[config.mk]
export PLATFORM = sky130hd
export DESIGN_NAME = pipelined_shifter_flat
export DESIGN_NICKNAME = d
export VERILOG_FILES = /design/src/rtl/pipelined_shifter_if.sv /design/src/rtl/pipelined_shifter.sv /design/src/flat_wrapper.sv
export SDC_FILE = /design/constraint.sdc
export NUM_CORES = 1
export LEC_CHECK = 0
export CAP_MARGIN = 0
export CELL_PAD_IN_SITES_DETAIL_PLACEMENT = 0
export CELL_PAD_IN_SITES_GLOBAL_PLACEMENT = 1
export CORE_ASPECT_RATIO = 2
export CORE_MARGIN = 5
export CORE_UTILIZATION = 36
export CTS_CLUSTER_DIAMETER = 200
export DETAILED_ROUTE_END_ITERATION = 10
export PLACE_DENSITY = 0.76
export SKIP_LAST_GASP = 1
export SYNTH_ARGS = -nofsm -noshare
export SYNTH_HDL_FRONTEND = slang
export SYNTH_SLANG_ARGS = --single-unit
[constraint.sdc]
create_clock -name clk -period 1.6 [get_ports clk]
set_input_delay 0.24 -clock clk [delete_from_list [all_inputs] [get_ports clk]]
set_output_delay 0.24 -clock clk [all_outputs]
set_load 0.05 [all_outputs]
[src/rtl/pipelined_shifter_if.sv]
// Stream interface of the pipelined shift/rotate unit: operand side
// (in_*) and result side (out_*) valid/ready handshakes.
interface pipelined_shifter_if #(
    parameter int WIDTH = 8
) ();
    localparam int SHW = $clog2(WIDTH);

    logic             in_valid;
    logic             in_ready;
    logic [WIDTH-1:0] data_in;
    logic [SHW-1:0]   shift_amt;
    logic [2:0]       mode;
    logic             out_valid;
    logic             out_ready;
    logic [WIDTH-1:0] result;
    logic             carry;
    logic             err;

    // Producer/consumer side driving operands and accepting results.
    modport master (
        output in_valid, data_in, shift_amt, mode, out_ready,
        input  in_ready, out_valid, result, carry, err
    );

    // The shifter itself.
    modport slave (
        input  in_valid, data_in, shift_amt, mode, out_ready,
        output in_ready, out_valid, result, carry, err
    );
endinterface

[src/rtl/pipelined_shifter.sv]
// Pipelined shift/rotate unit. Shift-amount bit i is applied in stage
// (i*STAGES)/SHW; each stage register carries the partial result, the
// amount, mode, running carry, error flag and a valid bit. Stages load
// when empty or when their content moves on, so bubbles collapse.
module pipelined_shifter #(
    parameter int WIDTH  = 8,
    parameter int STAGES = 2
) (
    input  logic               clk,
    input  logic               rst_n,
    pipelined_shifter_if.slave bus
);
    localparam int SHW = $clog2(WIDTH);

    logic             valid_r     [STAGES];
    logic [WIDTH-1:0] data_r      [STAGES];
    logic [SHW-1:0]   amt_r       [STAGES];
    logic [2:0]       mode_r      [STAGES];
    logic             carry_r     [STAGES];
    logic             err_r       [STAGES];

    logic             src_valid_s [STAGES];
    logic [WIDTH-1:0] src_data_s  [STAGES];
    logic [SHW-1:0]   src_amt_s   [STAGES];
    logic [2:0]       src_mode_s  [STAGES];
    logic             src_carry_s [STAGES];
    logic             src_err_s   [STAGES];
    logic [WIDTH:0]   nxt_s       [STAGES];
    logic             can_load_s  [STAGES];
    logic [WIDTH:0]   acc_s;
    logic [SHW-1:0]   amt_bits_s;
    logic             down_ready_s;

    // One sub-shift by k positions; returns {carry_out, value}. The carry
    // is the last bit pushed out by this sub-shift. Unknown modes pass
    // the value and incoming carry through untouched.
    function automatic logic [WIDTH:0] sub_shift(
        input logic [WIDTH-1:0] d,
        input logic             c,
        input logic [2:0]       m,
        input int               k
    );
        logic [WIDTH:0]   w;
        logic [WIDTH-1:0] r;
        logic             co;
        w  = '0;
        r  = d;
        co = c;
        case (m)
            3'd0: begin
                w  = {1'b0, d} << k;
                r  = w[WIDTH-1:0];
                co = w[WIDTH];
            end
            3'd1: begin
                w  = {d, 1'b0} >> k;
                r  = w[WIDTH:1];
                co = w[0];
            end
            3'd2: begin
                w  = $unsigned($signed({d, 1'b0}) >>> k);
                r  = w[WIDTH:1];
                co = w[0];
            end
            3'd3: begin
                r  = (d << k) | (d >> (WIDTH - k));
                co = r[0];
            end
            3'd4: begin
                r  = (d >> k) | (d << (WIDTH - k));
                co = r[WIDTH-1];
            end
            default: begin
                r  = d;
                co = c;
            end
        endcase
        return {co, r};
    endfunction

    // Stage inputs: stage 0 takes the bus, later stages take the previous register.
    always_comb begin
        src_valid_s[0] = bus.in_valid;
        src_data_s[0]  = bus.data_in;
        src_amt_s[0]   = bus.shift_amt;
        src_mode_s[0]  = bus.mode;
        src_carry_s[0] = 1'b0;
        src_err_s[0]   = (bus.mode > 3'd4);
        for (int s = 1; s < STAGES; s++) begin
            src_valid_s[s] = valid_r[s-1];
            src_data_s[s]  = data_r[s-1];
            src_amt_s[s]   = amt_r[s-1];
            src_mode_s[s]  = mode_r[s-1];
            src_carry_s[s] = carry_r[s-1];
            src_err_s[s]   = err_r[s-1];
        end
    end

    // Per-stage shift network: apply the amount bits owned by each stage, lowest first.
    always_comb begin
        acc_s      = '0;
        amt_bits_s = '0;
        for (int s = 0; s < STAGES; s++) begin
            acc_s = {src_carry_s[s], src_data_s[s]};
            for (int i = 0; i < SHW; i++) begin
                amt_bits_s = src_amt_s[s] >> i;
                if ((((i * STAGES) / SHW) == s) && amt_bits_s[0]) begin
                    acc_s = sub_shift(acc_s[WIDTH-1:0], acc_s[WIDTH], src_mode_s[s], 1 << i);
                end else begin
                    acc_s = acc_s;
                end
            end
            nxt_s[s] = acc_s;
        end
    end

    // Back-pressure chain: a stage can load when empty or when it advances downstream.
    always_comb begin
        down_ready_s = bus.out_ready;
        for (int s = STAGES - 1; s >= 0; s--) begin
            can_load_s[s] = !valid_r[s] || down_ready_s;
            down_ready_s  = can_load_s[s];
        end
    end

    assign bus.in_ready  = rst_n && can_load_s[0];
    assign bus.out_valid = valid_r[STAGES-1];
    assign bus.result    = data_r[STAGES-1];
    assign bus.carry     = carry_r[STAGES-1];
    assign bus.err       = err_r[STAGES-1];

    // Stage registers: clear on reset, otherwise load the upstream slot when allowed.
    always_ff @(posedge clk or negedge rst_n) begin
        if (!rst_n) begin
            for (int s = 0; s < STAGES; s++) begin
                valid_r[s] <= 1'b0;
                data_r[s]  <= '0;
                amt_r[s]   <= '0;
                mode_r[s]  <= 3'd0;
                carry_r[s] <= 1'b0;
                err_r[s]   <= 1'b0;
            end
        end else begin
            for (int s = 0; s < STAGES; s++) begin
                if (can_load_s[s]) begin
                    valid_r[s] <= src_valid_s[s];
                    if (src_valid_s[s]) begin
                        data_r[s]  <= nxt_s[s][WIDTH-1:0];
                        carry_r[s] <= nxt_s[s][WIDTH];
                        amt_r[s]   <= src_amt_s[s];
                        mode_r[s]  <= src_mode_s[s];
                        err_r[s]   <= src_err_s[s];
                    end
                end
            end
        end
    end
endmodule

[src/flat_wrapper.sv]
// flat-port wrapper written by rule: the top's interface ports become plain ports
module pipelined_shifter_flat 
#(
    parameter int WIDTH  = 8,
    parameter int STAGES = 2
)
  (clk, rst_n, bus_in_valid, bus_data_in, bus_shift_amt, bus_mode, bus_out_ready, bus_in_ready, bus_out_valid, bus_result, bus_carry, bus_err);
  pipelined_shifter_if #(.WIDTH(WIDTH)) bus_i ();
  input  logic clk;
  input  logic rst_n;
  input wire logic [$bits(bus_i.in_valid)-1:0] bus_in_valid;
  input wire logic [$bits(bus_i.data_in)-1:0] bus_data_in;
  input wire logic [$bits(bus_i.shift_amt)-1:0] bus_shift_amt;
  input wire logic [$bits(bus_i.mode)-1:0] bus_mode;
  input wire logic [$bits(bus_i.out_ready)-1:0] bus_out_ready;
  output wire logic [$bits(bus_i.in_ready)-1:0] bus_in_ready;
  output wire logic [$bits(bus_i.out_valid)-1:0] bus_out_valid;
  output wire logic [$bits(bus_i.result)-1:0] bus_result;
  output wire logic [$bits(bus_i.carry)-1:0] bus_carry;
  output wire logic [$bits(bus_i.err)-1:0] bus_err;
  assign bus_i.in_valid = bus_in_valid;
  assign bus_i.data_in = bus_data_in;
  assign bus_i.shift_amt = bus_shift_amt;
  assign bus_i.mode = bus_mode;
  assign bus_i.out_ready = bus_out_ready;
  assign bus_in_ready = bus_i.in_ready;
  assign bus_out_valid = bus_i.out_valid;
  assign bus_result = bus_i.result;
  assign bus_carry = bus_i.carry;
  assign bus_err = bus_i.err;
  pipelined_shifter #(.WIDTH(WIDTH), .STAGES(STAGES)) u_core (.clk(clk), .rst_n(rst_n), .bus(bus_i));
endmodule
Word-level counts from Yosys, hierarchy flattened:

Index checks and enable logic that the tools add are counted.

* output and inout port bits: 12
* input port bits: 18
* bits in registers: 28
* logic and storage cells: 45

* reductions and logical operators: 12
* eq/ne operators: 8
* bitwise gates (word level): 5
* order comparisons: 1
* multiplexer cells: 9

Operator list (number)
* 8-bit one-hot mux with 5 select lines: 2
* 8-bit one-hot mux with 4 select lines: 1
* 9-bit 2-to-1 mux: 3
* 3-bit by 2-bit equality test with 1-bit output (second input constant): 4
* 1-bit one-hot mux with 4 select lines: 3
* 6-bit by 8-bit bitwise OR with 8-bit output: 1
* 7-bit by 8-bit bitwise OR with 8-bit output: 1
* 8-bit by 1-bit bitwise OR with 8-bit output: 1
* 8-bit by 2-bit bitwise OR with 8-bit output: 1
* 8-bit by 4-bit bitwise OR with 8-bit output: 1
* 3-bit by 1-bit equality test with 1-bit output (second input constant): 2
* 3-bit equality test (second input constant): 2
* 3-bit logical NOT: 2
* 2-bit OR reduction: 3
* 2-bit AND reduction: 2
* 3-bit greater-than comparator (second input constant): 1
* 1-bit logical NOT: 2
* 1-bit logical OR: 2
* 1-bit logical AND: 1

Depth between registers and ports, before layout:

Gate-level depths: netlist (run 1).

* depth after elaboration: 7
* gate-level depth with buffers: 7

Worst setup path before layout (run 1):

Ideal clock, no wire load.

* path type: input to register
* from: input port bus_mode[0]
* to: register u_core.data_r[9] in the netlist's numbering
* stages: 5
* setup slack: -0.015 ns
* library setup time: 0.127 ns
* arrival: 1.488 ns
* cells stage by stage: xor2_4 mux2_1 a222oi_1 nand2b_1 a31oi_1

* cells in the longest elaborated chain, start to end: 6

RTL lines
* from (decl): line flat_wrapper.sv:14 `input wire logic [$bits(bus_i.mode)-1:0] bus_mode;`
* 3-bit equality test (tied with other cells): line pipelined_shifter.sv:49 `case (m)`
* 8-bit one-hot mux with 5 select lines: line pipelined_shifter.sv:49
* 9-bit 2-to-1 mux: line pipelined_shifter.sv:107 `if ((((i * STAGES) / SHW) == s) && amt_bits_s[0]) begin`
* 6-bit by 8-bit bitwise OR with 8-bit output or 8-bit by 2-bit bitwise OR with 8-bit output (tied branches): line pipelined_shifter.sv:70, pipelined_shifter.sv:66
* 8-bit one-hot mux with 5 select lines: line pipelined_shifter.sv:49
* 9-bit 2-to-1 mux *: line pipelined_shifter.sv:107
* to (signal, indexed assignment): line pipelined_shifter.sv:148 `data_r[s] <= nxt_s[s][WIDTH-1:0];`
* to (decl): line pipelined_shifter.sv:16 `logic [WIDTH-1:0] data_r [STAGES];`

Mark *: on every way between the ends. The rest lies on a longest branch, timed or not.
A chain may end at the register's enable or synchronous reset.

Worst setup path in the final report (run 1):

* from: input port bus_shift_amt[0]
* to: register u_core.data_r[11] in the netlist's numbering

* cells in the longest elaborated chain, start to end: 4

RTL lines
* from (decl): line flat_wrapper.sv:13 `input wire logic [$bits(bus_i.shift_amt)-1:0] bus_shift_amt;`
* 9-bit 2-to-1 mux *: line pipelined_shifter.sv:107
* 6-bit by 8-bit bitwise OR with 8-bit output or 8-bit by 2-bit bitwise OR with 8-bit output (tied branches): line pipelined_shifter.sv:70, pipelined_shifter.sv:66
* 8-bit one-hot mux with 5 select lines: line pipelined_shifter.sv:49
* 9-bit 2-to-1 mux *: line pipelined_shifter.sv:107

Marks and branches as above.

==> results of run 1 <==
## worst max-delay path by stage
stage | startpoint | to | slack, ps | depth (start not counted)
floorplan | bus_mode[2] | u_core.data_r[11] | 5 | 6
global placement | bus_mode[1] | u_core.data_r[11] | -630 | 6
detailed placement | bus_mode[1] | u_core.data_r[11] | -710 | 7
CTS | bus_data_in[2] | u_core.data_r[15] | 20 | 6
global route | bus_shift_amt[0] | u_core.data_r[11] | -10 | 6
finish | bus_shift_amt[0] | u_core.data_r[11] | 40 | 6
## timing repair
item                                    in CTS  in global routing
resized for setup                           25                  9
buffers inserted                             1                  0
pin swaps                                   11                  5
endpoints found under the setup margin       9                 11
hold endpoints to repair                     0                  0
## kinds of logic (layout without fill, tap and decap cells)
logic type / after synthesis / after routing / synth area share (%)
simple gates: 84 / 84 / 23.1
flops: 26 / 26 / 34.6
compound gates: 80 / 80 / 27.1
buf+inv: 25 / 87 / 6.72
mux: 10 / 10 / 5.53
fa+ha+maj: 1 / 1 / 0.533
xor+xnor: 3 / 3 / 2.40
## cell usage after synthesis (all sizes together), types with 2 or more instances
library cell / count
o211ai: 2
mux2i: 7
or3: 2
clkbuf: 8
nor3: 4
a221o: 2
o21ai: 26
nor2b: 3
nor2: 10
a22oi: 2
or2: 4
nand2: 34
a31oi: 3
a21oi: 22
o22ai: 7
a221oi: 8
mux2: 3
and2: 4
xnor2: 2
buf: 11
dfrtp: 26
nand2b: 12
nor3b: 3
inv: 6
## report_power, final
| group | switching, mW | internal (mW) |
|---|---|---|
| Sequential | 0.111 | 0.792 |
| Clock | 0.202 | 0.220 |
| Combinational | 0.680 | 0.481 |
## layout make-up
| class | instances | area [µm²] | share of cell area (%) |
|---|---|---|---|
| clock buffers | 4 | 55.1 | 2.09 |
| inverters | 6 | 22.5 | 0.856 |
| well taps | 58 | 72.6 | 2.76 |
| repair buffers | 77 | 644 | 24.5 |
| flip-flops and latches | 26 | 651 | 24.7 |
| multi-input cells | 178 | 1190 | 45.1 |
## worst max-delay path, stage by stage
cell	delay, ps
dlygate4sd2_1	290
and4bb_2	290
a221o_1	390
a21oi_4	190
a221oi_2	100
a211oi_2	230
## layout by cell type (no fill, tap or decap), drive strengths merged, types with 4 or more instances in the layout
master | synthesis | final
nand2 | 34 | 34
buf | 11 | 61
o21ai | 26 | 26
a221oi | 8 | 8
a21oi | 22 | 22
o22ai | 7 | 7
clkbuf | 8 | 5
nand2b | 12 | 12
nor3 | 4 | 4
dfrtp | 26 | 26
inv | 6 | 6
clkdlybuf4s50 | 0 | 10
mux2i | 7 | 7
or2 | 4 | 4
and2 | 4 | 4
nor2 | 10 | 10
## layer usage
layer	share of wire, %	global-route usage (%)	vias to the layer above
li1	-	-	951
met1	31	15.8	899
met2	61	34.9	49
met3	2.8	1.15	22
met4	5.8	10.9	0
met5	0	0	-
## metrics by stage
step,setup WS [ps],area [µm²],power (mW)
2_1_floorplan,5.46,1880,1.67
3_3_place_gp,-631,2490,2.04
3_5_place_dp,-705,2490,2.05
4_1_cts,20.3,2610,2.50
5_1_grt,-13.5,2630,2.65
6_report,38.4,2630,2.49
## registers in the layout (all words and copies together), names as in the netlist
| name | count |
|---|---|
| u_core.amt_bits_s | 1 |
| u_core.mode_r | 3 |
| u_core.bus.result | 8 |
| u_core.bus.out_valid | 1 |
| u_core.err_r | 1 |
| u_core.data_r | 8 |
| u_core.src_valid_s | 1 |
| u_core.bus.carry | 1 |
| u_core.bus.err | 1 |
| u_core.carry_r | 1 |
==> results.cfg, run 1 <==
[cts]
hold_buffers = 0
clkSinkCount = 26
htree_levels = 1
clkSlewWorstSetupHoldPaths_ps = 90
clockBufferDepth = 2
clockRootBuffer = clkbuf_8
tritoncts = done
clk_latency_ps = 270
cts_inserted_buffers = 3

[job]
maxCapViolCount = 0

[die]
die-area_mm2 = 0.00685
num_rows = 37
core_mm2 = 0.00509
die_height_um = 112
ioPinCount = 30
initial_core_util_pct = 36.9
dieWidth_um = 61.1

[setup_path]
worstRegToRegCells = 5
path_class = input pin to flip-flop
critPathLaunchType = input pin
end_kind = flip-flop
r2r_end = u_core.bus.result[4]
rrSetupSlack_ps = 80
critPathRequiredTime_ps = 1780
crit_fanout = 6
cp.arrival_ps = 1740
timing.rr.start = u_core.mode_r[3]

[status]
run_status = complete, no violations

[timing]
finalSetupTns_ps = 0
slew_violations = 0
finalCriticalPeriod_ps = 1560
hold_viol_final = 0
skew_ps = 6.22
fin_crit_sh_pct = 97.6
rsz0062_at_grt = true
tightest_slew_ps = 471
max_freq_mhz = 640
fin_hold_ws_ps = 366
slew_headroom_pct = 68.5
final-setup-viol-count = 0

[synthesis]
synth_largest_area_cell = dfrtp_1
yosys_warnings = 0
ys_seq_area_share_pct = 34.6
ys_types = 48
synth-edff-count = 0
synth_area_leaders = dfrtp_1, nand2_1, o21ai_0, a21oi_1, nand2b_1
async_flop_share_pct = 100
syn_nets = 247
synth_cells = 229
yosys.area.top_type_share_pct = 34.6
ys_ff_latch = 26
synth_area_mm2 = 0.00188
synth.avg_cell_area_um2 = 8.21
ys.flop_type = dfrtp_1

[drt]
drt_iter0_markers = 47
wl_um = 5510
postRouteAntennaNets = 0
avgViaCountPerCell = 5.50
drcViolationCount = 0
num_vias = 1921
wl_per_cell_um = 15.8
firstDrtPassIters = 4

[global_route]
grt_max_degree = 27
antenna_found_initial = 0
grt_pass1_vias = 2051
grt-ovfl-total = 0
grt_util_all_layers_pct = 17.8
grt_pass1_wl_um = 9290

[finish]
n_fill_cell = 525
final_core_util_pct = 51.7
nNetsFinal = 310
syn2layout_area_growth_pct = 40.0
diodes = 0
final_cell_count_no_fill = 349
drive_above_1_share_pct = 32.6

[pwr]
p_per_area_mw_per_mm2 = 945
p_leak_nw = 1.17
irDropWorstVdd_v = 0.000689

[placed_design]
place_inst = 344
hpwlAfterDp_um = 4610
port_buffers = 29
place.gp.congestion = 0.856

[hold_path]
hp-class = input pin to async pin
No activity file was read; power rests on OpenSTA's default activity.
==> inputs of run 2 (changes only) <==
- ABC_AREA: default -> 1
- CORE_UTILIZATION: 36 -> 34
- GPL_TIMING_DRIVEN: default -> 0
- SKIP_CTS_REPAIR_TIMING: default -> 1
==> results.cfg, run 2 <==
[finish]
syn2layout_area_growth_pct = 30.9
drive_above_1_share_pct = 18.1
layout.area.seq_um2 = 651
final_area_mm2 = 0.00233
final_cell_mix = nand2_1, nand3_1, dfrtp_1, o21ai_0, a21oi_1
diodes = 0
nNetsFinal = 313
multi_input_area_mm2 = 0.00102
n_fill_cell = 543
final_common_cell = nand2_1

[timing]
fin_crit_sh_pct = 99.9
max_freq_mhz = 626
finalCriticalPeriod_ps = 1600
tightest_slew_ps = 505
slew_violations = 0
skew_ps = 0.914
final-setup-viol-count = 0
finalSetupTns_ps = 0
slew_headroom_pct = 66.3
rsz0062_at_grt = true
hold_viol_final = 0

[drt]
firstDrtPassIters = 4
drcViolationCount = 0
num_vias = 1720
avgViaCountPerCell = 4.90
wl_um = 4620
postRouteAntennaNets = 0
wl_per_cell_um = 13.1
drt_iter0_markers = 51

[status]
run_status = complete, no violations

[global_route]
grt_max_degree = 28
antenna_found_initial = 0
met1_usage_pct = 12.0
use_met3_pct = 0.690
grt_pass1_vias = 1671
grt_util_met2_pct = 28.2
grt-ovfl-total = 0
grt_pass1_wl_um = 7310
grt_util_all_layers_pct = 14.2
globalRoute.busiestLayer = met2

[setup_path]
cpMaxStageDelayCell = clkdlybuf4s50_1
end_kind = primary output
cp.arrival_ps = 1360
rrSetupSlack_ps = 100
path_class = input pin to primary output
cp_top_family = buffers and inverters
cp_num_cells = 6
path_cells = clkdlybuf4s50_1, inv_1, nand3_1, nand2_1, inv_1, dlymetal6s2s_1
critPathBufInv = 4
crit_fanout = 3
critPathLaunchType = input pin
worstRegToRegCells = 8
crit_top_cell = inv_1
critPathRequiredTime_ps = 1360
critPathMaxStageDelay_ps = 450

[synthesis]
yosys.area.top_type_share_pct = 36.5
synth_largest_area_cell = dfrtp_1
synth_area_mm2 = 0.00178
ys_top_cells_by_count = nand2_1, nand3_1, dfrtp_1
ys_types = 25
ys_seq_area_share_pct = 36.5
ys.flop_type = dfrtp_1
yosysMostFrequentCell = nand2_1
syn_nets = 275
synth_area_leaders = dfrtp_1, nand2_1, nand3_1, a21oi_1, o21ai_0
ys_ff_latch = 26
async_flop_share_pct = 100
synth.avg_cell_area_um2 = 6.93
yosys_warnings = 0
synth-edff-count = 0
synth_cells = 257

[cts]
clockBufferDepth = 2
cts_inserted_buffers = 3
clkSlewWorstSetupHoldPaths_ps = 80
clkSinkCount = 26
tritoncts = done
clockRootBuffer = clkbuf_8
htree_levels = 1
clk_latency_ps = 270

[hold_path]
hold_depth = 3
hp-class = input pin to flip-flop

[pwr]
p_per_area_mw_per_mm2 = 1120
irDropWorstVdd_v = 0.000577
p_leak_nw = 1.26

[die]
dieWidth_um = 61.2
num_rows = 37
ioPinCount = 30
core_mm2 = 0.00514
die-area_mm2 = 0.00687
die_height_um = 112
initial_core_util_pct = 34.6

[job]
maxCapViolCount = 0

[placed_design]
hpwlAfterDp_um = 3840
port_buffers = 29
place.gp.congestion = 0.881
placed_area_mm2 = 0.00214
[run 2: layout make-up]
| cell class | count | area share, % |
|---|---|---|
| multi-input combinational | 199 | 43.6 |
| sequential | 26 | 27.9 |
| timing repair buffer | 33 | 15.9 |
| buffer | 15 | 4.88 |
| tap | 58 | 3.11 |
| inverter | 17 | 2.84 |
| clock buffer | 3 | 1.77 |
[run 2: per-stage QoR]
stage	power, mW	worst slack [ps]	instances	utilization (%)	hold slack [ps]
2_1_floorplan	1.85	103	257	-	-55.6
3_3_place_gp	2.24	-1190	344	41.7	464
3_5_place_dp	2.25	-1220	344	41.7	466
4_1_cts	2.62	-1220	347	42.5	490
5_1_grt	2.77	-80.4	351	45.4	389
6_report	2.61	2.08	351	45.4	385
[run 2: metal layers]
| layer | up-vias | wire (µm) |
|---|---|---|
| met1 | 756 | 1490 |
| met2 | 41 | 2770 |
| met3 | 14 | 146 |
| li1 | 909 | - |
| met4 | 0 | 205 |
| met5 | - | 0 |
[run 2: logic make-up (layout without fill, tap and decap cells)]
| kind of cell | Yosys count | in the layout | synth area share (%) |
|---|---|---|---|
| buffers and inverters | 32 | 68 | 9.91 |
| AO/OA/AOI/OAI | 46 | 46 | 15.0 |
| AND/OR/NAND/NOR | 153 | 153 | 38.5 |
| flip-flops | 26 | 26 | 36.5 |
[run 2: final timing paths]
check                                         to        startpoint
max                                 bus_in_ready     bus_out_ready
min                             u_core.mode_r[3]       bus_mode[0]
max reg2reg                 u_core.bus.result[7]  u_core.mode_r[4]
min reg2reg                     u_core.bus.carry  u_core.bus.carry
max in group asynchronous   u_core.bus.result[4]             rst_n
min in group asynchronous  u_core.src_valid_s[0]             rst_n
[run 2: report_power, final]
part	switching (mW)	internal [mW]	total [mW]
Clock	0.189	0.169	0.358
Combinational	0.813	0.504	1.32
Sequential	0.111	0.822	0.933
Total	1.11	1.49	2.61
[run 2: worst register-to-register path, cell delays in order (launching register included)]
cell and delay, ps:
dfrtp_1 440, nor2_4 190, inv_2 90, a21oi_4 190, inv_2 60, a21oi_4 180
a21oi_1 90, o21ai_0 90, nand2_1 70
